==> src/rtl/pipeline_seq_ctrl.sv <==
// Pipeline enable/flush sequencer for the 5-stage core, including the MUL/DIV park FSM.
// Optional performance counters are compiled in when PERF_CNT_EN is defined.
module pipeline_seq_ctrl #(
   parameter int MD_TIMEOUT = 64,
   parameter int CNT_W      = 32
) (
   input  logic             clk,
   input  logic             rst,
   input  logic             load_use_stall,
   input  logic             branch_taken,
   input  logic             ex_is_md,
   input  logic             md_done,
   input  logic             imem_ready,
   input  logic             mem_access,
   input  logic             dmem_ready,
   output logic             pc_en,
   output logic             if_id_en,
   output logic             if_id_flush,
   output logic             id_ex_en,
   output logic             id_ex_flush,
   output logic             ex_mem_en,
   output logic             ex_mem_flush,
   output logic             mem_wb_en,
   output logic             md_start,
   output logic             md_timeout,
   output logic [CNT_W-1:0] stall_count,
   output logic [CNT_W-1:0] flush_count
);

   // state   | meaning
   // ST_RUN  | normal issue; strobes follow hazard/redirect priority
   // ST_MD   | MUL/DIV op parked in EX, front end frozen until done/timeout
   typedef enum logic {
      ST_RUN = 1'b0,
      ST_MD  = 1'b1
   } state_e;

   localparam int                  MD_CNT_W = $clog2(MD_TIMEOUT);
   localparam logic [MD_CNT_W-1:0] MD_LAST  = MD_CNT_W'(MD_TIMEOUT - 1);
   localparam logic [MD_CNT_W-1:0] MD_ONE   = MD_CNT_W'(1);

   state_e              state_q, state_d;
   logic [MD_CNT_W-1:0] md_cnt_q, md_cnt_d;
   logic                md_done_q, md_done_d;
   logic                md_timeout_q, md_timeout_d;
   logic                mem_stall;
   logic                redirect;

   assign mem_stall  = mem_access & ~dmem_ready;
   assign md_timeout = md_timeout_q;

   always_comb begin
      state_d      = state_q;
      md_cnt_d     = md_cnt_q;
      md_done_d    = md_done_q;
      md_timeout_d = md_timeout_q;
      redirect     = 1'b0;
      pc_en        = 1'b0;
      if_id_en     = 1'b0;
      if_id_flush  = 1'b0;
      id_ex_en     = 1'b0;
      id_ex_flush  = 1'b0;
      ex_mem_en    = 1'b0;
      ex_mem_flush = 1'b0;
      mem_wb_en    = 1'b0;
      md_start     = 1'b0;

      if (mem_stall) begin
         // Whole pipe frozen; a completion arriving now must not be lost.
         if ((state_q == ST_MD) && md_done) begin
            md_done_d = 1'b1;
         end
      end else begin
         unique case (state_q)
            ST_RUN: begin
               if (ex_is_md) begin
                  md_start     = 1'b1;
                  ex_mem_flush = 1'b1;
                  mem_wb_en    = 1'b1;
                  md_cnt_d     = '0;
                  state_d      = ST_MD;
               end else if (branch_taken) begin
                  redirect     = 1'b1;
                  pc_en        = 1'b1;
                  if_id_flush  = 1'b1;
                  id_ex_flush  = 1'b1;
                  ex_mem_en    = 1'b1;
                  mem_wb_en    = 1'b1;
               end else if (load_use_stall) begin
                  id_ex_flush  = 1'b1;
                  ex_mem_en    = 1'b1;
                  mem_wb_en    = 1'b1;
               end else if (!imem_ready) begin
                  if_id_flush  = 1'b1;
                  id_ex_en     = 1'b1;
                  ex_mem_en    = 1'b1;
                  mem_wb_en    = 1'b1;
               end else begin
                  pc_en        = 1'b1;
                  if_id_en     = 1'b1;
                  id_ex_en     = 1'b1;
                  ex_mem_en    = 1'b1;
                  mem_wb_en    = 1'b1;
               end
            end
            ST_MD: begin
               ex_mem_flush = 1'b1;
               mem_wb_en    = 1'b1;
               md_cnt_d     = md_cnt_q + MD_ONE;
               if (md_done || md_done_q) begin
                  ex_mem_en    = 1'b1;
                  ex_mem_flush = 1'b0;
                  md_done_d    = 1'b0;
                  state_d      = ST_RUN;
               end else if (md_cnt_q == MD_LAST) begin
                  md_timeout_d = 1'b1;
                  state_d      = ST_RUN;
               end
            end
            default: state_d = ST_RUN;
         endcase
      end

      // Strobes are combinational, so reset must mask them directly.
      if (rst) begin
         pc_en        = 1'b0;
         if_id_en     = 1'b0;
         if_id_flush  = 1'b0;
         id_ex_en     = 1'b0;
         id_ex_flush  = 1'b0;
         ex_mem_en    = 1'b0;
         ex_mem_flush = 1'b0;
         mem_wb_en    = 1'b0;
         md_start     = 1'b0;
         redirect     = 1'b0;
      end
   end

   always_ff @(posedge clk or posedge rst) begin
      if (rst) begin
         state_q      <= ST_RUN;
         md_cnt_q     <= '0;
         md_done_q    <= 1'b0;
         md_timeout_q <= 1'b0;
      end else begin
         state_q      <= state_d;
         md_cnt_q     <= md_cnt_d;
         md_done_q    <= md_done_d;
         md_timeout_q <= md_timeout_d;
      end
   end

`ifdef PERF_CNT_EN
   localparam logic [CNT_W-1:0] CNT_ONE = CNT_W'(1);

   logic [CNT_W-1:0] stall_count_q, stall_count_d;
   logic [CNT_W-1:0] flush_count_q, flush_count_d;

   always_comb begin
      stall_count_d = stall_count_q;
      flush_count_d = flush_count_q;
      if (!pc_en) begin
         stall_count_d = stall_count_q + CNT_ONE;
      end
      if (redirect) begin
         flush_count_d = flush_count_q + CNT_ONE;
      end
   end

   always_ff @(posedge clk or posedge rst) begin
      if (rst) begin
         stall_count_q <= '0;
         flush_count_q <= '0;
      end else begin
         stall_count_q <= stall_count_d;
         flush_count_q <= flush_count_d;
      end
   end

   assign stall_count = stall_count_q;
   assign flush_count = flush_count_q;
`else
   assign stall_count = '0;
   assign flush_count = '0;
`endif

endmodule

==> config.mk <==
export PLATFORM = sky130hd
export DESIGN_NAME = pipeline_seq_ctrl
export DESIGN_NICKNAME = d
export VERILOG_FILES = /design/src/rtl/pipeline_seq_ctrl.sv
export SDC_FILE = /design/constraint.sdc
export NUM_CORES = 1
export LEC_CHECK = 0
export ABC_AREA = 0
export CAP_MARGIN = 5
export CORE_MARGIN = 10
export CORE_UTILIZATION = 36
export CTS_CLUSTER_SIZE = 28
export DETAILED_ROUTE_END_ITERATION = 8
export PLACE_DENSITY = 0.89
export SYNTH_ARGS = -nofsm -noshare
export SYNTH_HDL_FRONTEND = slang
export SYNTH_SLANG_ARGS = --single-unit
==> constraint.sdc <==
create_clock -name clk -period 3.1 [get_ports clk]
set_input_delay 0.62 -clock clk [delete_from_list [all_inputs] [get_ports clk]]
set_output_delay 0.62 -clock clk [all_outputs]
set_load 0.02 [all_outputs]
==> results of run 1 <==
[report_power, final]
group          internal [uW]  switching, uW  total [uW]
registers                152           39.8         192
logic                   89.7            166         255
clock network           49.8           44.0        93.7
[flip-flops by register name, indices dropped and copies added, names as in the netlist]
signal      count
state_q         1
md_timeout      1
md_done_q       1
md_cnt_q        6
[kinds of logic after synthesis]
kind of cell | after synthesis | share of synthesized area [%]
flip-flops | 9 | 21.6
buffers and inverters | 68 | 48.3
adder cells (fa/ha/maj) | 1 | 1.20
other | 1 | 0.359
multiplexers | 1 | 0.958
AND/OR/NAND/NOR | 34 | 17.5
AO/OA/AOI/OAI | 18 | 10.2
[layout make-up]
cell class | count | share of cell area [%]
Multi-Input combinational cell | 118 | 51.6
Sequential cell | 9 | 21.1
Timing Repair Buffer | 23 | 20.6
Tap cell | 31 | 3.63
Clock buffer | 4 | 2.46
Inverter | 2 | 0.702
[routing by layer]
layer,part of all wire [%],global-route usage [%]
met2,51,13.4
met1,33,7.28
met5,0,0
met3,15,4.44
met4,1.7,4.97
[synthesized netlist by cell type]
master,instances
a21boi_0,1
conb_1,1
nor2_4,1
nand2b_1,3
o31ai_1,3
a31o_2,1
nor4_1,1
o21ai_0,6
o21bai_1,1
nor3_1,3
or4_1,2
buf_6,1
nor4b_2,1
buf_4,64
and2_1,2
nor2_1,11
ha_1,1
a21oi_1,6
mux2i_1,1
nor2b_1,2
inv_1,2
dfrtp_1,9
nand2_1,4
buf_2,1
nand3_1,4
[worst max-delay path: stages]
cell and delay [ns]:
clkdlybuf4s50_1 0.49, nand2b_1 0.13, a21boi_0 0.23, and2_1 0.16
clkdlybuf4s50_1 0.60
[how the worst min path moves through the flow]
stage,startpoint,endpoint,slack [ns],cells after the start
2_1_floorplan,rst,md_cnt_q[0],0.46,1
3_3_place_gp,md_timeout,md_timeout,0.47,1
3_5_place_dp,md_timeout,md_timeout,0.47,1
4_1_cts,md_timeout,md_timeout,0.48,1
5_1_grt,md_timeout,md_timeout,0.51,1
6_report,md_timeout,md_timeout,0.50,1
[per-stage QoR]
stage	cells	hold slack, ns	utilization [%]	instance area, sq um	power (uW)
finish	187	0.495	38.8	1070	541
global route	187	0.511	38.8	1070	585
CTS	187	0.485	38.7	1070	540
detailed placement	183	0.468	37.7	1040	445
global placement	183	0.470	37.7	1040	437
floorplan	195	0.456	-	1280	442
[timing repair]
item | CTS | global route
buffers inserted | 0 | 0
hold endpoints to repair | 0 | 0
endpoints found under the setup margin | 0 | 1
hold buffers | 0 | 0
resized for setup | 0 | 1
==> flow_summary.json, run 1 <==
{
  "status": "finished, final reports clean",
  "hpwlAfterDp_mm": 2.04,
  "endpoint": "ex_mem_en",
  "cts_tree": "built",
  "hold_viol_final": 0,
  "setup_viol": 0,
  "core-area_sq_um": 2760,
  "r2r-end": "md_cnt_q[3]",
  "worstPathRequired_ns": 2.48,
  "fillCellCount": 292,
  "max_freq_ghz": 0.350,
  "ys_types": 25,
  "setup_ws_ns": 0.246,
  "crit_path_end_kind": "output port",
  "drt-initial-drc-count": 23,
  "min_period_ns": 2.85,
  "grt_first_pass_wirelength_mm": 3.44,
  "reg2reg_setup_slack_ns": 1.68,
  "detail_route.drc_violations": 0,
  "finalWirelength_mm": 2.32,
  "fp.dieH_microns": 73.9,
  "synth_area_sq_um": 1040,
  "drive_above_1_share_pct": 7.05,
  "ys_warn_count": 0,
  "clock_latency_ns": 0.26,
  "maxCapViolCount": 0,
  "die_w_microns": 73.9,
  "yosysTopAreaCell": "buf_4",
  "synth_area_leaders": "buf_4 46%, dfrtp_1 22%, nor2_1 4.0%",
  "seq_area_frac_synth_pct": 21.6,
  "avgViaCountPerCell": 3.99,
  "hold_path_class": "flop to flop",
  "most-common-layout-cells": "64 x conb_1, 17 x clkdlybuf4s50_1, 11 x nor2_1",
  "clk_pin_slew_ns": 0.06,
  "syn_to_final_growth_pct": 2.40,
  "synth_seq_cells": 9,
  "cellPowerDensity_nw_per_um2": 506,
  "grt_use_total_pct": 7.95,
  "grt_max_degree": 12,
  "crit_path_start": "ex_is_md",
  "multi_input_area_sq_um": 552,
  "clock-sinks": 9,
  "maxSlewViolCount": 0,
  "netlist_instances": 132,
  "wl_per_cell_microns": 12.4,
  "antenna_found_initial": 0,
  "fin_nets": 167,
  "final.setup.tns_ns": 0,
  "std_cell_rows": 19,
  "drt_pass1_iterations": 4,
  "grt_overflow": 0,
  "rsz0062_at_grt": "false",
  "p_leak_uw": 0.000557,
  "detail-route-antenna-nets": 0,
  "pre_cts_ws_ns": 0.0899,
  "path_class": "input pin to output port",
  "skew_ns": 0.00434,
  "vias": 747,
  "port_buffers": 18,
  "rr_worst_depth": 4,
  "fp.dieArea_sq_um": 5460,
  "cts_buffers": 3,
  "initial_core_util_pct": 37.9,
  "peakVddDrop_uv": 271,
  "grt_pass1_vias": 766,
  "htreeDepth": 1,
  "n_antenna_cell": 0,
  "critPathMaxFanout": 3,
  "crit_arrival_ns": 2.23,
  "layout_commonest_cell": "conb_1",
  "synth_top_cell_area_share_pct": 46.0,
  "rr_startpoint": "state_q",
  "synth.avg_cell_area_sq_um": 7.91,
  "io_pins": 83,
  "regArea_sq_um": 225,
  "place_congestion": 0.708,
  "finalCritPeriodShare_pct": 92.1,
  "start_kind": "input pin",
  "clk_path_buf_depth": 2,
  "root_buffer": "clkbuf_4"
}
(Power assumes the default switching activity.)
==> run 2: changes to the inputs <==
--- a/config.mk
+++ b/config.mk
@@ -5,13 +5,14 @@
 export SDC_FILE = /design/constraint.sdc
 export NUM_CORES = 1
 export LEC_CHECK = 0
-export ABC_AREA = 0
+export ABC_AREA = 1
 export CAP_MARGIN = 5
 export CORE_MARGIN = 10
-export CORE_UTILIZATION = 36
+export CORE_UTILIZATION = 37
 export CTS_CLUSTER_SIZE = 28
 export DETAILED_ROUTE_END_ITERATION = 8
 export PLACE_DENSITY = 0.89
+export SKIP_CTS_REPAIR_TIMING = 1
 export SYNTH_ARGS = -nofsm -noshare
 export SYNTH_HDL_FRONTEND = slang
 export SYNTH_SLANG_ARGS = --single-unit
==> run 2 against run 1 <==
  * Die area increased by 1.4%
  * Synthesized area increased by 4.8%
  * Critical endpoint is now if_id_en
  * Critical path depth increased by 2
  * Critical path type unchanged
  * Count of clock-buffer cells in the layout unchanged
  * Clock skew increased by 0.0017 ns
  * Routed wire length decreased by 1.7%
  * Fmax increased by 0.18%
  * Combinational power decreased by 20%
  * Largest cell class unchanged
  * Synthesized cell count increased by 14%
==> flow_summary.json, run 2 <==
{
  "status": "finished, final reports clean",
  "p_leak_uw": 0.000593,
  "regArea_sq_um": 225,
  "core-area_sq_um": 2780,
  "worst_path_largest_cell_delay_ns": 0.64,
  "synth_top_cell_area_share_pct": 43.9,
  "cts_tree": "built",
  "grt_use_total_pct": 7.52,
  "synth-async-reset-ratio_pct": 100,
  "die_w_microns": 74.4,
  "cp_slowest_cell": "clkdlybuf4s50_1",
  "synth.avg_cell_area_sq_um": 7.30,
  "finalWirelength_mm": 2.28,
  "initial_core_util_pct": 39.4,
  "synth_seq_cells": 9,
  "grt_first_pass_wirelength_mm": 3.42,
  "cp_top_family": "buffers and inverters",
  "reg2reg_setup_slack_ns": 1.81,
  "clock_latency_ns": 0.26,
  "rr_worst_depth": 6,
  "final.setup.tns_ns": 0,
  "hold_path_class": "flop to flop",
  "drive_above_1_share_pct": 8.82,
  "path_common_cell": "clkdlybuf4s50_1",
  "fillCellCount": 295,
  "avgViaCountPerCell": 3.75,
  "place_congestion": 0.779,
  "ys_warn_count": 0,
  "multi_input_area_sq_um": 558,
  "grt_max_degree": 10,
  "path_buf_inv": 3,
  "fp.dieArea_sq_um": 5530,
  "synth_area_leaders": "buf_4 44%, dfrtp_1 21%, nand2_1 5.5%",
  "peakVddDrop_uv": 274,
  "n_antenna_cell": 0,
  "drt-initial-drc-count": 25,
  "detail-route-antenna-nets": 0,
  "vias": 753,
  "synth_edf_count": 0,
  "hold_depth": 2,
  "cellPowerDensity_nw_per_um2": 427,
  "worstPathRequired_ns": 2.48,
  "crit_chain": "clkdlybuf4s50_1 > inv_1 > nor2_4 > nor2_2 > nand2_1 > nor3_1 > clkdlybuf4s50_1",
  "largest_reg_flops": 6,
  "syn_to_final_growth_pct": -0.914,
  "hold_start": "md_done_q",
  "crit_path_start": "mem_access",
  "skew_ns": 0.00605,
  "antenna_found_initial": 0,
  "grt_pass1_vias": 724,
  "r2r-end": "state_q",
  "io_pins": 83,
  "synth_area_sq_um": 1090,
  "synth_most_common_cell": "buf_4",
  "synth-main-ff-cell": "dfrtp_1",
  "yosysTopAreaCell": "buf_4",
  "hold_end": "md_done_q",
  "finalCritPeriodShare_pct": 91.9,
  "clock-sinks": 9,
  "regMostFlops": "md_cnt_q",
  "seq_area_frac_synth_pct": 20.6,
  "design_area_sq_um": 1080,
  "port_buffers": 18,
  "wl_per_cell_microns": 11.3,
  "placed_area_sq_um": 1060,
  "drt_pass1_iterations": 4,
  "rr_startpoint": "md_cnt_q[0]",
  "rsz0062_at_grt": "false",
  "crit_path_end_kind": "output port",
  "final_util_pct": 39.0,
  "ys_types": 20,
  "most-common-layout-cells": "64 x conb_1, 18 x clkdlybuf4s50_1, 16 x nand2_1",
  "hpwlAfterDp_mm": 2.02,
  "htreeDepth": 1,
  "setup_viol": 0,
  "max_freq_ghz": 0.351,
  "netlist_instances": 150,
  "grt_overflow": 0,
  "synth_common_cells": "64 x buf_4, 16 x nand2_1, 14 x nor2_1",
  "cts_buffers": 3,
  "clk_pin_slew_ns": 0.06,
  "hold_viol_final": 0,
  "fin_nets": 181,
  "layout_commonest_cell": "conb_1",
  "fp.dieH_microns": 74.4,
  "maxSlewViolCount": 0,
  "path_class": "input pin to output port",
  "std_cell_rows": 19,
  "root_buffer": "clkbuf_4",
  "start_kind": "input pin",
  "maxCapViolCount": 0,
  "min_period_ns": 2.85,
  "clk_path_buf_depth": 2,
  "worst-path-stages": 7,
  "critPathMaxFanout": 5,
  "detail_route.drc_violations": 0,
  "crit_arrival_ns": 2.23
}
-- run 2: where the power goes --
group | switching, uW | internal (uW)
Clock | 42.6 | 49.7
Sequential | 27.0 | 140
Combinational | 146 | 57.5
-- run 2: how the worst max path moves through the flow --
stage                     endpoint  slack (ns)
final                     if_id_en        0.25
after global routing      if_id_en        0.16
after CTS                 if_id_en        0.22
after detailed placement  if_id_en        0.23
after global placement    if_id_en        0.26
after floorplan           if_id_en        0.88
-- run 2: worst min-delay path, delay by kind of cell (launching register included) --
kind / cells / cell delay (ns)
buf+inv: 1 / 0.04
compound gates: 1 / 0.07
flops: 1 / 0.35
-- run 2: final cells by class --
type / instances / share of cell area (%)
multi-input cells: 124 / 51.4
repair buffers: 18 / 16.6
well taps: 31 / 3.58
flip-flops and latches: 9 / 20.8
clock buffers: 4 / 2.42
inverters: 15 / 5.19
-- run 2: routing by layer --
| metal | GRT usage, % | up-vias | routed length (microns) |
|---|---|---|---|
| li1 | - | 370 | - |
| met1 | 7.11 | 330 | 735 |
| met2 | 14.4 | 49 | 1210 |
| met3 | 2.93 | 4 | 313 |
| met4 | 2.44 | 0 | 19 |
| met5 | 0 | - | 0 |
-- run 2: stage by stage --
stage | hold slack (ns) | power [uW] | cells | setup slack, ns
after detailed placement | 0.474 | 369 | 197 | 0.226
after CTS | 0.497 | 464 | 201 | 0.224
after global routing | 0.512 | 498 | 201 | 0.160
final | 0.493 | 463 | 201 | 0.251
after floorplan | 0.448 | 388 | 213 | 0.879
after global placement | 0.467 | 365 | 197 | 0.261
-- run 2: kinds of logic (layout without fill, tap and decap cells) --
group | after synthesis | count (layout) | share of synthesized area [%]
DFF | 9 | 9 | 20.6
adders and majority gates | 1 | 1 | 1.14
other | 1 | 64 | 0.343
and+or+nand+nor | 45 | 45 | 21.0
buffers and inverters | 80 | 37 | 50.1
AOI/OAI and AO/OA | 14 | 14 | 6.86
==> run 3: changes to the inputs <==
==> constraint.sdc (replaced) <==
create_clock -name clk -period 3.1 [get_ports clk]
set_input_delay 0.62 -clock clk [delete_from_list [all_inputs] [get_ports clk]]
set_output_delay 0.62 -clock clk [all_outputs]
set_load 0.01 [all_outputs]
==> run 3 against run 2 <==
  * Combinational power is 19% lower
  * Via count increased by 2.3%
  * Clock power down 2.4%
  * Routed wire length decreased by 0.13%
  * Non-clock buffer count unchanged
  * Clock skew about the same
  * Total power fell by 9.0%
  * Global-route usage is 0.056 points higher
  * Final cell count unchanged
  * Fmax rose by 2.5%
  * Sequential power hardly changed
==> flow_summary.json, run 3 (same netlist as run 2, synthesis figures left out) <==
{
  "skew_ns": 0.00646,
  "placed_area_sq_um": 1060,
  "setup_viol": 0,
  "avgViaCountPerCell": 3.83,
  "status": "finished, final reports clean",
  "design_area_sq_um": 1080,
  "crit_path_start": "dmem_ready",
  "most-common-layout-cells": "64 x conb_1, 18 x clkdlybuf4s50_1, 16 x nand2_1",
  "detail-route-antenna-nets": 0,
  "p_sw_uw": 174,
  "cts_buffers": 3,
  "core-area_sq_um": 2780,
  "min_period_ns": 2.78,
  "vias": 770,
  "path_buf_inv": 2,
  "path_common_cell": "clkdlybuf4s50_1",
  "setup_ws_ns": 0.321,
  "maxCapViolCount": 0,
  "n_antenna_cell": 0,
  "fin_cells": 201,
  "worst_path_largest_cell_delay_ns": 0.57,
  "hold_path_class": "flop to flop",
  "hold_start": "md_done_q",
  "layout_commonest_cell": "conb_1",
  "clock_latency_ns": 0.26,
  "critPathMaxFanout": 5,
  "finalCritPeriodShare_pct": 89.7,
  "grt_max_degree": 10,
  "start_kind": "input pin",
  "grt_pass1_vias": 718,
  "regMostFlops": "md_cnt_q",
  "crit_arrival_ns": 2.16,
  "p_leak_uw": 0.000593,
  "final.setup.tns_ns": 0,
  "crit_chain": "clkdlybuf4s50_1 > nor2_4 > nor2_2 > nand2_1 > nor3_1 > clkdlybuf4s50_1",
  "drive_above_1_share_pct": 8.82,
  "rr_startpoint": "md_cnt_q[0]",
  "clk_pin_slew_ns": 0.06,
  "rr_worst_depth": 6,
  "largest_reg_flops": 6,
  "crit_path_end_kind": "output port",
  "grt_overflow": 0,
  "rsz0062_at_grt": "false",
  "root_buffer": "clkbuf_4",
  "worstPathRequired_ns": 2.48,
  "detail_route.drc_violations": 0,
  "cp_slowest_cell": "clkdlybuf4s50_1",
  "cp_top_family": "buffers and inverters",
  "max_freq_ghz": 0.360,
  "htreeDepth": 1,
  "grt_first_pass_wirelength_mm": 3.41,
  "pwr-share-clk_pct": 21.4,
  "pre_cts_ws_ns": 0.296,
  "comb_power_share_pct": 39.0,
  "cellPowerDensity_nw_per_um2": 389,
  "maxSlewViolCount": 0,
  "place_congestion": 0.779,
  "hold_depth": 2,
  "multi_input_area_sq_um": 558,
  "fin_nets": 181,
  "syn_to_final_growth_pct": -0.914,
  "fp.dieH_microns": 74.4,
  "path_class": "input pin to output port",
  "cts_tree": "built",
  "worst-path-stages": 6,
  "wl_per_cell_microns": 11.3,
  "port_buffers": 18,
  "io_pins": 83,
  "std_cell_rows": 19,
  "grt_use_total_pct": 7.57,
  "regArea_sq_um": 225,
  "clk_path_buf_depth": 2,
  "die_w_microns": 74.4,
  "reg2reg_setup_slack_ns": 1.83,
  "antenna_found_initial": 0,
  "fillCellCount": 298,
  "clock-sinks": 9,
  "p_int_uw": 247,
  "placedCellCount": 197,
  "power_uw": 422,
  "drt_pass1_iterations": 4,
  "hpwlAfterDp_mm": 2.01,
  "fp.dieArea_sq_um": 5530,
  "p_seq_share_pct": 39.6,
  "initial_core_util_pct": 39.4,
  "finalWirelength_mm": 2.27,
  "swShare_pct": 41.3,
  "peakVddDrop_uv": 277,
  "drt-initial-drc-count": 31,
  "hold_viol_final": 0
}
-- run 3: stage by stage --
| stage | util (%) | hold slack [ns] |
|---|---|---|
| 3_3_place_gp | 38.1 | 0.467 |
| 5_1_grt | 39.0 | 0.515 |
| 6_report | 39.0 | 0.490 |
| 4_1_cts | 39.0 | 0.497 |
| 3_5_place_dp | 38.1 | 0.461 |
| 2_1_floorplan | - | 0.448 |
-- run 3: power groups by stage --
stage	Clock, uW	Combinational [uW]	Sequential (uW)
final	90.1	165	167
after global routing	101	186	170
after global placement	0	158	167
after detailed placement	0	160	169
after floorplan	0	188	158
after CTS	95.3	162	167
-- run 3: per-layer routing --
layer | up-vias | track usage, % | share of wire [%]
li1 | 369 | - | -
met1 | 353 | 7.49 | 32
met2 | 46 | 13.4 | 53
met3 | 2 | 3.19 | 14
met4 | 0 | 3.46 | 0.70
met5 | - | 0 | 0
-- run 3: cell type report --
class                           instances  area share [%]
Clock buffer                            4            2.42
Sequential cell                         9            20.8
Inverter                               15            5.19
Tap cell                               31            3.58
Timing Repair Buffer                   18            16.6
Multi-Input combinational cell        124            51.4
-- run 3: final timing paths --
| kind | to |
|---|---|
| min in group asynchronous | md_cnt_q[3] |
| max in group asynchronous | md_done_q |
| worst min-delay path | md_done_q |
| worst min register to register | md_done_q |
| worst max-delay path | if_id_en |
| worst max register to register | state_q |
-- run 3: tightest hold or removal path, stage by stage (launching register included) --
cell and delay (ns):
dfrtp_1 0.35, o21ai_1 0.07, inv_1 0.04
==> RTL change: new RTL, flow settings as in run 2 <==
`MD_TIMEOUT`: 64 -> 32.
--- a/src/rtl/pipeline_seq_ctrl.sv
+++ b/src/rtl/pipeline_seq_ctrl.sv
@@ -2,5 +2,5 @@
 // Optional performance counters are compiled in when PERF_CNT_EN is defined.
 module pipeline_seq_ctrl #(
-   parameter int MD_TIMEOUT = 64,
+   parameter int MD_TIMEOUT = 32,
    parameter int CNT_W      = 32
 ) (
Function: no difference found for any inputs over 10 cycles, from zero or initial values and one cycle with rst high; that may be too few to reach the edited logic, so the function may still have changed.
==> RTL change against run 2 <==
- count of clock-buffer cells in the layout fell by 1
- utilization rose by 0.53 points
- worst setup slack improved by 0.060 ns
- final area fell by 7.3%
- sequential cell count fell by 1
- global-route usage rose by 0.24 points
- synthesized cell count fell by 8.0%
- area after synthesis fell by 7.4%
- via count fell by 9.0%
- non-clock buffer count rose by 1
- wire length fell by 6.4%
- power fell by 10%
- clock skew fell by 0.0022 ns
- critical endpoint unchanged
==> RTL change: results (changes against run 2) <==
combined global-route utilization of all metal layers: 7.756% (+0.24 points)
Avg Cell Area, Syn: 7.344 sq um (+0.62%)
share of the yosys chip area belonging to registers: 19.75% (-0.82 points)
vias in the first global route: 762 (+5.2%)
Synth top cells by count: sky130_fd_sc_hd__buf_4, sky130_fd_sc_hd__nand2_1, sky130_fd_sc_hd__nor2_1
aggregate routed wire length: 2132 microns (-6.4%)
share of layout cells above drive strength 1: 8.228% (-0.60 points)
Static Leakage: 0.0005811 uW (-2.1%)
max FFs per register: 5 (-1)
critical path fanouts, max: 6 (+1)
Avg WL per Cell: 11.34 microns (+0.11%)
first-pass GRT wire length: 3325 microns (-2.8%)
placed wire-length estimate: 1959 microns (-2.8%)
violation count after the first detailed-routing iteration: 7 (-72%)
setup clock skew after layout: 0.003889 ns (-0.002161 ns)
result of the run: completed
pin count of the biggest net entering global routing: 9 (-1)
filler cell count: 288 (-2.4%)
IR Drop Worst-Case VDD: 0.1750 mV (-36%)
number of cells on the worst reg-to-reg path: 7 (+1)
synth top area cells: sky130_fd_sc_hd__buf_4, sky130_fd_sc_hd__dfrtp_1, sky130_fd_sc_hd__nand2_1
placed instance area: 983.4 sq um (-7.1%)
worst setup timing slack at the placement stage: 0.2883 ns (+0.06262 ns)
source of the critical timing path: mem_access
max incr delay on CP: 0.62 ns (-0.02 ns)
power density normalized to cell area: 412.6 nW/um^2 (-3.4%)
Placed Instances: 185 (-6.1%)
==> RTL change: worst min path at each step <==
stage / slack (ns) / from / endpoint
5_1_grt: 0.51 / md_cnt_q[4]$_DFFE_PP0P_ / md_cnt_q[4]$_DFFE_PP0P_
3_3_place_gp: 0.46 / md_cnt_q[4]$_DFFE_PP0P_ / md_cnt_q[4]$_DFFE_PP0P_
4_1_cts: 0.49 / md_cnt_q[4]$_DFFE_PP0P_ / md_cnt_q[4]$_DFFE_PP0P_
6_report: 0.49 / md_cnt_q[4]$_DFFE_PP0P_ / md_cnt_q[4]$_DFFE_PP0P_
3_5_place_dp: 0.47 / md_timeout$_DFFE_PP0P_ / md_timeout$_DFFE_PP0P_
2_1_floorplan: 0.45 / md_cnt_q[4]$_DFFE_PP0P_ / md_cnt_q[4]$_DFFE_PP0P_
==> RTL change: cell type report <==
cell class                      count  area share (%)
Multi-Input combinational cell    117           51.37
Sequential cell                     8           19.90
Timing Repair Buffer               19           18.66
Inverter                           11           4.104
Tap cell                           30           3.731
Clock buffer                        3           2.239
==> RTL change: logic make-up (layout without fill, tap and decap cells) <==
group,after synthesis,count (layout),synth area share (%)
adders and majority gates,2,2,2.469
buffers and inverters,76,33,52.59
other,1,64,0.3700
DFF,8,8,19.75
and+or+nand+nor,41,41,18.15
AOI/OAI and AO/OA,9,9,5.803
xor gates and xnor gates,1,1,0.8644
==> RTL change: power breakdown <==
group	leakage [uW]	switching, uW	internal [uW]
clock	0.0000138	36.1	44.3
combinational	0.000462	133	51.6
sequential	0.000105	23.9	126
==> RTL change: layer usage <==
layer	global-route usage [%]	wire (microns)	vias up
li1	-	-	333
met1	6.873	680	294
met2	12.15	985	54
met3	6.667	435	4
met4	3.871	31	0
met5	0	0	-
